==> src/rtl/fp_mult_pkg.sv <==
// fp_mult_pkg: rounding modes, status bit positions and rounding helpers
// shared by the fp_mult_r5 multiplier.
package fp_mult_pkg;

   typedef enum logic [2:0] {
      RM_RNE = 3'd0,
      RM_RTZ = 3'd1,
      RM_RDN = 3'd2,
      RM_RUP = 3'd3,
      RM_RMM = 3'd4
   } rm_e;

   localparam int ST_ZERO    = 0;
   localparam int ST_INF     = 1;
   localparam int ST_INVALID = 2;
   localparam int ST_TINY    = 3;
   localparam int ST_HUGE    = 4;
   localparam int ST_INEXACT = 5;

   // Canonical quiet NaN: sign 0, exponent all ones, only the fraction MSB set.
   function automatic logic [63:0] qnan(input int ew, input int sw);
      logic [63:0] r;
      r = '0;
      for (int i = 0; i < ew; i++) r[sw+i] = 1'b1;
      r[sw-1] = 1'b1;
      return r;
   endfunction

   function automatic logic round_up(input rm_e rm, input logic sign, input logic lsb,
                                     input logic g, input logic s);
      return (rm == RM_RTZ) ? 1'b0 :
             (rm == RM_RDN) ? sign & (g | s) :
             (rm == RM_RUP) ? ~sign & (g | s) :
             (rm == RM_RMM) ? g :
                              g & (s | lsb);
   endfunction

   function automatic logic ovf_to_inf(input rm_e rm, input logic sign);
      return (rm == RM_RNE) | (rm == RM_RMM) | ((rm == RM_RUP) & ~sign) | ((rm == RM_RDN) & sign);
   endfunction

endpackage

==> src/rtl/fp_mult_unpack.sv <==
// fp_mult_unpack: widens the exponent, normalizes subnormals so every finite
// nonzero operand carries a hidden 1, and classifies zero/inf/NaN.
module fp_mult_unpack
   import fp_mult_pkg::*;
#(
   parameter int EXP_W = 5,
   parameter int SIG_W = 10
) (
   input  logic [EXP_W+SIG_W:0] i_op,
   output logic                 o_sign,
   output logic signed [EXP_W:0] o_exp,
   output logic [SIG_W:0]       o_sig,
   output logic                 o_is_zero,
   output logic                 o_is_inf,
   output logic                 o_is_nan
);
   localparam int LZW = $clog2(SIG_W + 1);

   logic [EXP_W-1:0] w_e;
   logic [SIG_W-1:0] w_f;
   logic [LZW-1:0]   w_lz;
   logic             w_sub;

   assign o_sign = i_op[EXP_W+SIG_W];
   assign w_e    = i_op[EXP_W+SIG_W-1:SIG_W];
   assign w_f    = i_op[SIG_W-1:0];
   assign w_sub  = (w_e == '0);

   always_comb begin
      w_lz = '0;
      for (int i = 0; i < SIG_W; i++) if (w_f[i]) w_lz = LZW'(SIG_W - 1 - i);
   end

   // A subnormal with lz leading zeros becomes 1.f at biased exponent -lz.
   assign o_sig     = w_sub ? ({1'b0, w_f} << (w_lz + 1'b1)) : {1'b1, w_f};
   assign o_exp     = w_sub ? -$signed((EXP_W+1)'(w_lz)) : $signed({1'b0, w_e});
   assign o_is_zero = w_sub & (w_f == '0);
   assign o_is_inf  = (&w_e) & (w_f == '0);
   assign o_is_nan  = (&w_e) & (|w_f);

endmodule

==> src/rtl/fp_mult_r5.sv <==
// fp_mult_r5: IEEE-754 multiplier with subnormals, RISC-V rounding modes and one output register.
// Defining FP_MULT_IN_REG_EN adds an input register stage (latency 2).
module fp_mult_r5
   import fp_mult_pkg::*;
#(
   parameter int EXP_W = 5,
   parameter int SIG_W = 10
) (
   input  logic                 clk,
   input  logic                 reset,
   input  logic                 in_valid,
   input  logic [EXP_W+SIG_W:0] a,
   input  logic [EXP_W+SIG_W:0] b,
   input  logic [2:0]           rnd,
   output logic                 out_valid,
   output logic [EXP_W+SIG_W:0] z,
   output logic [7:0]           status
);
   localparam int W  = EXP_W + SIG_W + 1;
   localparam int S  = SIG_W;
   localparam int PW = 2 * S + 2;
   localparam int XW = EXP_W + 3;
   localparam logic signed [XW-1:0] ONE_X  = XW'(1);
   localparam logic signed [XW-1:0] PW_X   = XW'(PW);
   localparam logic signed [XW-1:0] BIAS_X = XW'(2**(EXP_W-1) - 1);
   localparam logic signed [XW-1:0] EMAX_X = XW'(2**EXP_W - 1);
   localparam logic [EXP_W-1:0] EXP_ONES = '1;
   localparam logic [EXP_W-1:0] EXP_MAXF = EXP_W'(2**EXP_W - 2);
   localparam logic [63:0] QNAN = qnan(EXP_W, SIG_W);

   logic [W-1:0] w_a, w_b;
   logic [2:0]   w_rnd;
   logic         w_vld;

`ifdef FP_MULT_IN_REG_EN
   logic [W-1:0] r_a, r_b;
   logic [2:0]   r_rnd;
   logic         r_vld;

   always_ff @(posedge clk) begin
      if (!reset) begin
         r_a   <= '0;
         r_b   <= '0;
         r_rnd <= '0;
         r_vld <= 1'b0;
      end else begin
         r_a   <= a;
         r_b   <= b;
         r_rnd <= rnd;
         r_vld <= in_valid;
      end
   end

   assign w_a   = r_a;
   assign w_b   = r_b;
   assign w_rnd = r_rnd;
   assign w_vld = r_vld;
`else
   assign w_a   = a;
   assign w_b   = b;
   assign w_rnd = rnd;
   assign w_vld = in_valid;
`endif

   logic                 w_sa, w_sb, w_za, w_zb, w_ia, w_ib, w_na, w_nb;
   logic signed [EXP_W:0] w_ea, w_eb;
   logic [S:0]           w_ma, w_mb;

   fp_mult_unpack #(.EXP_W(EXP_W), .SIG_W(SIG_W)) u_unpack_a (
      .i_op(w_a), .o_sign(w_sa), .o_exp(w_ea), .o_sig(w_ma),
      .o_is_zero(w_za), .o_is_inf(w_ia), .o_is_nan(w_na)
   );

   fp_mult_unpack #(.EXP_W(EXP_W), .SIG_W(SIG_W)) u_unpack_b (
      .i_op(w_b), .o_sign(w_sb), .o_exp(w_eb), .o_sig(w_mb),
      .o_is_zero(w_zb), .o_is_inf(w_ib), .o_is_nan(w_nb)
   );

   rm_e                   w_rm;
   logic                  w_sign, w_den, w_g, w_st, w_gn, w_sn, w_cn, w_ovf, w_tiny, w_inx, w_hid, w_nan;
   logic [PW-1:0]         w_prod, w_pn, w_q;
   logic signed [XW-1:0]  w_exp, w_shr, w_ed, w_ef;
   logic [XW-1:0]         w_sh;
   logic [2*PW-1:0]       w_ext;
   logic [S+1:0]          w_r;
   logic [EXP_W-1:0]      w_ez;
   logic [S-1:0]          w_fz;
   logic [W-1:0]          w_fin, w_zn;
   logic [7:0]            w_stn;

   assign w_rm   = (w_rnd > 3'd4) ? RM_RNE : rm_e'(w_rnd);
   assign w_sign = w_sa ^ w_sb;
   assign w_prod = PW'(w_ma) * PW'(w_mb);
   assign w_exp  = XW'(w_ea) + XW'(w_eb) - BIAS_X + $signed({{(XW-1){1'b0}}, w_prod[PW-1]});
   assign w_pn   = w_prod[PW-1] ? w_prod : (w_prod << 1);

   // Below the normal range, shift right into subnormal position so rounding happens once.
   assign w_den = w_exp < ONE_X;
   assign w_shr = ONE_X - w_exp;
   assign w_sh  = !w_den ? '0 : ((w_shr > PW_X) ? PW_X : w_shr);
   assign w_ext = {w_pn, {PW{1'b0}}} >> w_sh;
   assign w_q   = w_ext[2*PW-1:PW];
   assign w_g   = w_q[S];
   assign w_st  = (|w_q[S-1:0]) | (|w_ext[PW-1:0]);
   assign w_r   = {1'b0, w_q[PW-1:S+1]} + {{(S+1){1'b0}}, round_up(w_rm, w_sign, w_q[S+1], w_g, w_st)};
   assign w_ed  = w_den ? ONE_X : w_exp;
   assign w_ef  = w_ed + $signed({{(XW-1){1'b0}}, w_r[S+1]});
   assign w_ovf = w_ef >= EMAX_X;
   assign w_hid = w_r[S+1] | w_r[S];
   assign w_ez  = w_hid ? w_ef[EXP_W-1:0] : '0;
   assign w_fz  = w_r[S+1] ? '0 : w_r[S-1:0];
   assign w_inx = w_g | w_st | w_ovf;

   // Tininess is judged after rounding at full precision with an unbounded exponent.
   assign w_gn   = w_pn[S];
   assign w_sn   = |w_pn[S-1:0];
   assign w_cn   = (&w_pn[PW-1:S+1]) & round_up(w_rm, w_sign, w_pn[S+1], w_gn, w_sn);
   assign w_tiny = (w_exp + $signed({{(XW-1){1'b0}}, w_cn})) < ONE_X;

   assign w_fin = !w_ovf ? {w_sign, w_ez, w_fz} :
                  ovf_to_inf(w_rm, w_sign) ? {w_sign, EXP_ONES, {S{1'b0}}} :
                                             {w_sign, EXP_MAXF, {S{1'b1}}};
   assign w_nan = w_na | w_nb | (w_za & w_ib) | (w_ia & w_zb);

   always_comb begin
      w_zn  = w_fin;
      w_stn = '0;
      if (w_nan) begin
         w_zn              = QNAN[W-1:0];
         w_stn[ST_INVALID] = 1'b1;
      end else if (w_ia | w_ib) begin
         w_zn          = {w_sign, EXP_ONES, {S{1'b0}}};
         w_stn[ST_INF] = 1'b1;
      end else if (w_za | w_zb) begin
         w_zn           = {w_sign, {(W-1){1'b0}}};
         w_stn[ST_ZERO] = 1'b1;
      end else if (w_ovf) begin
         w_stn[ST_HUGE]    = 1'b1;
         w_stn[ST_INEXACT] = 1'b1;
         w_stn[ST_INF]     = ovf_to_inf(w_rm, w_sign);
      end else begin
         w_stn[ST_ZERO]    = ~|w_fin[W-2:0];
         w_stn[ST_TINY]    = w_tiny;
         w_stn[ST_INEXACT] = w_inx;
      end
   end

   logic         r_valid;
   logic [W-1:0] r_z;
   logic [7:0]   r_status;

   always_ff @(posedge clk) begin
      if (!reset) begin
         r_valid  <= 1'b0;
         r_z      <= '0;
         r_status <= '0;
      end else begin
         r_valid <= w_vld;
         if (w_vld) begin
            r_z      <= w_zn;
            r_status <= w_stn;
         end
      end
   end

   assign out_valid = r_valid;
   assign z         = r_z;
   assign status    = r_status;

endmodule

==> config.mk <==
export PLATFORM = sky130hd
export DESIGN_NAME = fp_mult_r5
export DESIGN_NICKNAME = d
export VERILOG_FILES = /design/src/rtl/fp_mult_pkg.sv /design/src/rtl/fp_mult_unpack.sv /design/src/rtl/fp_mult_r5.sv
export SDC_FILE = /design/constraint.sdc
export NUM_CORES = 1
export LEC_CHECK = 0
export CORE_ASPECT_RATIO = 0.5
export CORE_MARGIN = 2
export CORE_UTILIZATION = 57
export CTS_CLUSTER_SIZE = 12
export DETAILED_ROUTE_END_ITERATION = 12
export PLACE_DENSITY = 0.83
export SKIP_LAST_GASP = 1
export SLEW_MARGIN = 5
export SYNTH_ARGS = -nofsm -noshare
export SYNTH_HDL_FRONTEND = slang
export SYNTH_SLANG_ARGS = --single-unit
==> constraint.sdc <==
create_clock -name clk -period 22.1 [get_ports clk]
set_input_delay 6.63 -clock clk [delete_from_list [all_inputs] [get_ports clk]]
set_output_delay 6.63 -clock clk [all_outputs]
set_load 0.02 [all_outputs]
=== Yosys cells after proc, flatten, opt, wreduce, memory -nomap -nowiden ===
Index checks and enable logic that the tools add are counted.
Widths: inputs -> output; s select.

* Flip-flop bits (word level): 23
* Latch bits: 0
* Memory bits (writable): 0
* Bits in read-only memories: 0
* Input port bits: 38
* Output and inout bits: 25
* Memories: 0

* Add/subtract/negate cells: 11
* Multipliers: 1
* Div/mod/pow operators: 0
* Magnitude comparators: 5
* Eq/ne operators: 4
* Shift operators: 3
* Multiplexer cells: 58
* Bitwise gates (word level): 34
* Reductions and logical operators: 15

{| class="wikitable"
|+ Operators with widths
! kind !! number
|-
| $mux 4 || 20
|-
| $mux 15 || 3
|-
| $shr 44x8->44 || 1
|-
| $reduce_or 10->1 || 4
|-
| $mux 11 || 3
|-
| $add 8x2->8 || 3
|-
| $mux 8 || 3
|-
| $mul 11x11->22 || 1
|-
| $mux 22 || 1
|-
| $reduce_or 22->1 || 1
|-
| $shl 10x4->11 || 2
|-
| $logic_not 10->1 || 2
|-
| $mux 1 || 18
|-
| $and 1x1->1 || 17
|-
| $lt 8x2->1 const B || 2
|-
| $mux 16 || 1
|-
| $or 1x1->1 || 15
|-
| $reduce_or 15->1 || 1
|-
| $add 11x1->12 || 1
|-
| $mux 3 || 4
|-
| $mux 6 || 2
|-
| $neg 4->6 || 2
|-
| $reduce_and 11->1 || 1
|-
| $logic_not 5->1 || 2
|-
| other kinds (18) || 21
|}

=== Logic depth before layout (Yosys ltp) ===
* Depth in word-level cells: 38
* Mapped depth: 80
* Depth with buffers taken out: 73

=== Cells and area by module ===
A second synthesis with hierarchy kept.

* Cell total of the unflattened synthesis: 1414
* Area, all modules: 10428.8 um2

{| class="wikitable"
|+ By module, submodules not included
! module !! times used !! cells each !! area each (um2) !! sequential area each (um2)
|-
| fp_mult_r5 || 1 || 1146 || 8699.6 || 460.4
|-
| fp_mult_unpack || 2 || 134 || 864.6 || 0.0
|}

=== Worst setup path before layout ===
Ideal clock, no wire load.

* Kind: input-to-reg
* Start point: input port a[0]
* End point: register r_z[6] (netlist: z[6])
* Library setup time: 0.071 ns
* Arrival: 21.711 ns
* Slack: 0.319 ns
* Stages on the path: 73
* Path buffers: 9
* Cells stage by stage: clkbuf_1 > nor2b_1 > o21bai_1 > a21oi_1 > o31ai_1 > clkbuf_1 > ha_1 > clkbuf_1 > mux4_2 > mux2i_1 > nor2_1 > a21oi_1 > clkbuf_1 > nor2_1 > fa_1 > fa_1 > fa_1 > fa_1 > [... 37 more ...] > nor2_1 > and4_1 > clkbuf_1 > nand4bb_1 > inv_1 > ha_1 > ha_1 > nand2_1 > nor2_1 > xnor2_1 > nand2_1 > nor3_1 > a21oi_1 > inv_1 > a41o_1 > or3_1 > a21o_1 > a21oi_1

* Cells in the longest elaborated chain, start to end: 35

{| class="wikitable"
|+ Ends and longest elaborated chain
! what !! line !! source
|-
| start: declaration || fp_mult_r5.sv:12 || <nowiki>input logic [EXP_W+SIG_W:0] a,</nowiki>
|-
| $mux 4 (10 in a row) || fp_mult_unpack.sv:31 || <nowiki>for (int i = 0; i < SIG_W; i++) if (w_f[i]) w_lz = LZW'(SIG_W - 1 - i);</nowiki>
|-
| $add 4x1->4 / $neg 4->6 (equally long branches) || fp_mult_unpack.sv:35, fp_mult_unpack.sv:36 ||
|-
| $shl 10x4->11 / $mux 6 (equally long branches) || fp_mult_unpack.sv:35, fp_mult_unpack.sv:36 ||
|-
| $mux 11 / $add 6x6->7 (equally long branches) || fp_mult_unpack.sv:35, fp_mult_r5.sv:94 ||
|-
| $mul 11x11->22 / $sub 7x5->8 (equally long branches) || fp_mult_r5.sv:93, fp_mult_r5.sv:94 ||
|-
| $add 8x2->8 || fp_mult_r5.sv:94 || <nowiki>assign w_exp = XW'(w_ea) + XW'(w_eb) - BIAS_X + $signed({{(XW-1){1'b0}}, w_prod[PW-1]});</nowiki>
|-
| $sub 2x8->8 || fp_mult_r5.sv:99 || <nowiki>assign w_shr = ONE_X - w_exp;</nowiki>
|-
| $gt 8x6->1 || fp_mult_r5.sv:100 || <nowiki>assign w_sh = !w_den ? '0 : ((w_shr > PW_X) ? PW_X : w_shr);</nowiki>
|-
| [... 10 more ...] || - ||
|-
| $mux 1 || fp_mult_pkg.sv:31 || <nowiki>return (rm == RM_RTZ) ? 1'b0 :</nowiki>
|-
| $add 11x1->12 || fp_mult_r5.sv:105 || <nowiki>assign w_r = {1'b0, w_q[PW-1:S+1]} + {{(S+1){1'b0}}, round_up(w_rm, w_sign, w_q[S+1], w_g, w_st)};</nowiki>
|-
| $add 8x2->8 || fp_mult_r5.sv:107 || <nowiki>assign w_ef = w_ed + $signed({{(XW-1){1'b0}}, w_r[S+1]});</nowiki>
|-
| $ge 8x6->1 || fp_mult_r5.sv:108 || <nowiki>assign w_ovf = w_ef >= EMAX_X;</nowiki>
|-
| $mux 15 || fp_mult_r5.sv:120 || <nowiki>assign w_fin = !w_ovf ? {w_sign, w_ez, w_fz} :</nowiki>
|-
| $mux 15 || fp_mult_r5.sv:134 || <nowiki>end else if (w_za | w_zb) begin</nowiki>
|-
| $mux 15 || fp_mult_r5.sv:131 || <nowiki>end else if (w_ia | w_ib) begin</nowiki>
|-
| $mux 16 (*) || fp_mult_r5.sv:128 || <nowiki>if (w_nan) begin</nowiki>
|-
| end signal: assignment || fp_mult_r5.sv:160 || <nowiki>r_z <= w_zn;</nowiki>
|-
| end: declaration || fp_mult_r5.sv:149 || <nowiki>logic [W-1:0] r_z;</nowiki>
|}

Every way passes the cells marked *; elsewhere a longest branch is shown, timed or not.
A chain may end at the register's enable or synchronous reset.

=== Worst setup path in the final report ===
* Start point: input port b[2]
* End point: register r_status[0] (netlist: status[0])

* Cells in the longest elaborated chain, start to end: 36

{| class="wikitable"
|+ Ends and longest elaborated chain
! what !! line !! source
|-
| start: declaration || fp_mult_r5.sv:13 || <nowiki>input logic [EXP_W+SIG_W:0] b,</nowiki>
|-
| $mux 4 (8 in a row) || fp_mult_unpack.sv:31 ||
|-
| $add 4x1->4 / $neg 4->6 (equally long branches) || fp_mult_unpack.sv:35, fp_mult_unpack.sv:36 ||
|-
| $shl 10x4->11 / $mux 6 (equally long branches) || fp_mult_unpack.sv:35, fp_mult_unpack.sv:36 ||
|-
| $mux 11 / $add 6x6->7 (equally long branches) || fp_mult_unpack.sv:35, fp_mult_r5.sv:94 ||
|-
| $mul 11x11->22 / $sub 7x5->8 (equally long branches) || fp_mult_r5.sv:93, fp_mult_r5.sv:94 ||
|-
| $add 8x2->8 || fp_mult_r5.sv:94 ||
|-
| $sub 2x8->8 || fp_mult_r5.sv:99 ||
|-
| $gt 8x6->1 || fp_mult_r5.sv:100 ||
|-
| [... 13 more ...] || - ||
|-
| $ge 8x6->1 / $mux 5 (equally long branches) || fp_mult_r5.sv:108, fp_mult_r5.sv:110 ||
|-
| $mux 15 || fp_mult_r5.sv:120 ||
|-
| $reduce_or 15->1 || fp_mult_r5.sv:142 || <nowiki>w_stn[ST_ZERO] = ~|w_fin[W-2:0];</nowiki>
|-
| $logic_not 1->1 || fp_mult_r5.sv:142 ||
|-
| $mux 1 || fp_mult_r5.sv:137 || <nowiki>end else if (w_ovf) begin</nowiki>
|-
| $mux 1 || fp_mult_r5.sv:134 ||
|-
| $mux 1 || fp_mult_r5.sv:131 ||
|-
| $mux 2 (*) || fp_mult_r5.sv:128 ||
|-
| end signal: assignment || fp_mult_r5.sv:161 || <nowiki>r_status <= w_stn;</nowiki>
|-
| end: declaration || fp_mult_r5.sv:150 || <nowiki>logic [7:0] r_status;</nowiki>
|}

Marked as above.

==> results.txt <==
Initial core utilization - 59.0%
Synth Instances - 1349
Area grow syn2layout - 16.5%
Sink Count - 23
Largest net degree at the start of global routing - 26
Crit-path slowest cell - fa_1
# diodes - 0
Cell repeated most along the worst path - inv_1
Die height - 96.5 um
Detailed Place HPWL - 24200 um
Cell area after layout - 11400 um2
Met3 Use GR - 3.54%
GRT Total Usage - 32.7%
Syn avg cell area - 7.24 um2
Setup Viol. Count Final - 0
DP Area - 10900 um2
Synth unique cells - 98
Wire length per cell - 18.0 um
IO Port Bufs - 60
Core ar. - 16600 um2
Vias per std cell - 6.29
Root buffer cell - clkbuf_16
TritonCTS buffer count - 3
Outcome - finished clean
Worst-Skew Late Latency - 0.26 ns
Met1 Resource Use GR - 45.5%
Initial antenna violation count - 0
Worst EP arrival - 21.56 ns
Vias in the first global route - 9832
Filler cell count - 1426
GRT overflow - 0
Synth warn - 0
Share of layout cells above drive strength 1 - 13.1%
Crit Path Class - in2reg
Period utilization - 96.8%
Cell total after placement - 1638
CP Data Required Time - 22.26 ns
Grt met2 use - 55.5%
H-tree Lvls - 1
Max cap viols - 0
Worst Max-Slew Pin Slew - 0.826 ns
DR iter-0 viols - 886
Utilization after layout - 68.7%
Worst hold path class - reg2reg
I/O pin count - 63
GP Congestion - 0.978
Final Hold Violating Endpoints - 0
FFs w/ async S/R, synth - 0%
Rows - 33
Slew HR - 44.5%
TritonCTS clock tree - done
Synth Flop Type - dfxtp_1
Most Used Layer, Global Route - met2
Die Footprint - 18300 um2
Slew Viols, Final - 0
Clk slew on worst S/H paths - 0.06 ns
Die W - 189 um
Routed WL - 29900 um
Fin cells - 1663
Final #Nets - 1642
Post-route ant nets - 0
Seq/Total Area, Yosys - 4.72%
Clk buf depth - 2
Residual DRC - 0
EDFF count, synth - 0
Yosys reg bits - 23
Max stage delay on crit path - 0.58 ns
First-pass GRT wire length - 48900 um
Startpoint types - primary input
Setup Skew - 0 ns
Worst-path fanout max - 13
Cell Area, Synth - 9760 um2
Via count - 10500
Kind of end point of the critical path - flop
Drt pass-1 iters - 5
Fmax - 0.0467 GHz
Fin crit period - 21.40 ns
==> Yosys cell counts (5+ instances only) <==
| master | number | area share (%) |
|---|---|---|
| a22oi_1 | 8 | 0.62 |
| o22ai_1 | 10 | 0.64 |
| inv_1 | 140 | 5.4 |
| mux2_2 | 7 | 0.81 |
| clkbuf_1 | 52 | 2.0 |
| nand2b_1 | 33 | 2.1 |
| nand4_1 | 7 | 0.45 |
| nand3_1 | 35 | 1.8 |
| o31ai_1 | 7 | 0.54 |
| and3_1 | 10 | 0.64 |
| o21ai_0 | 62 | 3.2 |
| a211oi_1 | 21 | 1.6 |
| or2_2 | 21 | 1.3 |
| o2111ai_1 | 7 | 0.63 |
| a21o_1 | 23 | 1.8 |
| nor3_1 | 43 | 2.2 |
| fa_1 | 81 | 17 |
| o211ai_1 | 19 | 1.5 |
| mux2i_1 | 34 | 3.5 |
| o21ai_1 | 10 | 0.51 |
| or3_1 | 11 | 0.70 |
| nor4_1 | 18 | 1.2 |
| nor2_1 | 181 | 7.0 |
| nor2b_1 | 11 | 0.70 |
| a211o_1 | 6 | 0.54 |
| and2_1 | 11 | 0.70 |
| dfxtp_1 | 23 | 4.7 |
| o21bai_1 | 9 | 0.69 |
| a21oi_1 | 82 | 4.2 |
| nand3b_1 | 6 | 0.46 |
| nand2_1 | 93 | 3.6 |
| xnor2_1 | 16 | 1.4 |
| buf_2 | 8 | 0.41 |
| o211a_1 | 5 | 0.51 |
| a31oi_1 | 16 | 1.0 |
| ha_1 | 86 | 11 |
| xor2_1 | 18 | 1.6 |
==> flip-flops by register name (all words and copies together), names as in the netlist <==
register / flops
out_valid: 1
status: 6
z: 16
==> layout by cell type (no fill, tap or decap), types with 14 or more instances in the layout <==
master and count:
a21o_1 23, or2_2 20, dfxtp_1 23, clkdlybuf4s50_1 58, a31oi_1 14, buf_4 87
o211ai_1 19, mux2i_1 31, nor3_1 39, nor4_1 18, nor2_1 181, nand3_1 35
xnor2_1 15, ha_1 81, fa_1 80, inv_1 139, o21ai_0 59, a21oi_1 78
nand2b_1 32, xor2_1 18, nand2_1 93, a211oi_1 19
==> repair_timing <==
| action | CTS | global route |
|---|---|---|
| buffers inserted | 0 | 21 |
| pin swaps | 0 | 19 |
| endpoints found under the setup margin | 4 | 19 |
| cloned | 0 | 0 |
| hold buffers | 0 | 0 |
| gates resized for setup | 9 | 42 |
==> per-layer routing <==
layer / wire length, um / part of all wire (%)
met5: 0 / 0
met4: 471 / 1.6
met3: 2250 / 7.5
met2: 13800 / 46
met1: 13400 / 45
==> area by class of cell <==
type	instances	area [um2]	area share [%]
Clock buffer	3	75.1	0.660
Multi-Input combinational cell	1118	8730	76.7
Tap cell	227	284	2.50
Clock inverter	1	5.00	0.0440
Inverter	142	533	4.69
Sequential cell	23	460	4.05
Timing Repair Buffer	149	1290	11.3
==> path summary, 6_finish.rpt <==
| kind | start | endpoint | slack [ns] | depth (start not counted) |
|---|---|---|---|---|
| max | b[2] | status[0]$_SDFFE_PN0P_ | 0.70 | 71 |
| min | status[1]$_SDFFE_PN0P_ | status[1]$_SDFFE_PN0P_ | 0.46 | 2 |
| max reg2reg | status[0]$_SDFFE_PN0P_ | status[0]$_SDFFE_PN0P_ | 21.39 | 3 |
| min reg2reg | status[1]$_SDFFE_PN0P_ | status[1]$_SDFFE_PN0P_ | 0.46 | 2 |
==> cell families after synthesis <==
group | synth area share, %
compound gates | 25.4
xor+xnor | 3.55
fa+ha+maj | 27.6
buf+inv | 8.25
flops | 4.72
mux | 5.18
other cells | 0.0384
simple gates | 25.2
==> stage by stage <==
step,setup slack (ns),TNS [ns],hold WS [ns]
floorplan,0.319,0,0.530
global placement,-0.197,-0.553,0.448
detailed placement,-0.417,-1.47,0.452
CTS,0.0213,0,0.463
global route,-0.0807,-0.0886,0.483
finish,0.702,0,0.462
==> worst max-delay path, delay by kind of cell <==
kind                       cells  cell delay [ns]
AOI/OAI and AO/OA             16             3.25
and+or+nand+nor               25             4.04
buffers and inverters         11             1.58
muxes                          3             0.53
adders and majority gates     13             4.78
xor gates and xnor gates       3             0.77
Power is not shown: default switching activity piles up to over one toggle a cycle in this logic, so the estimate is an artifact.
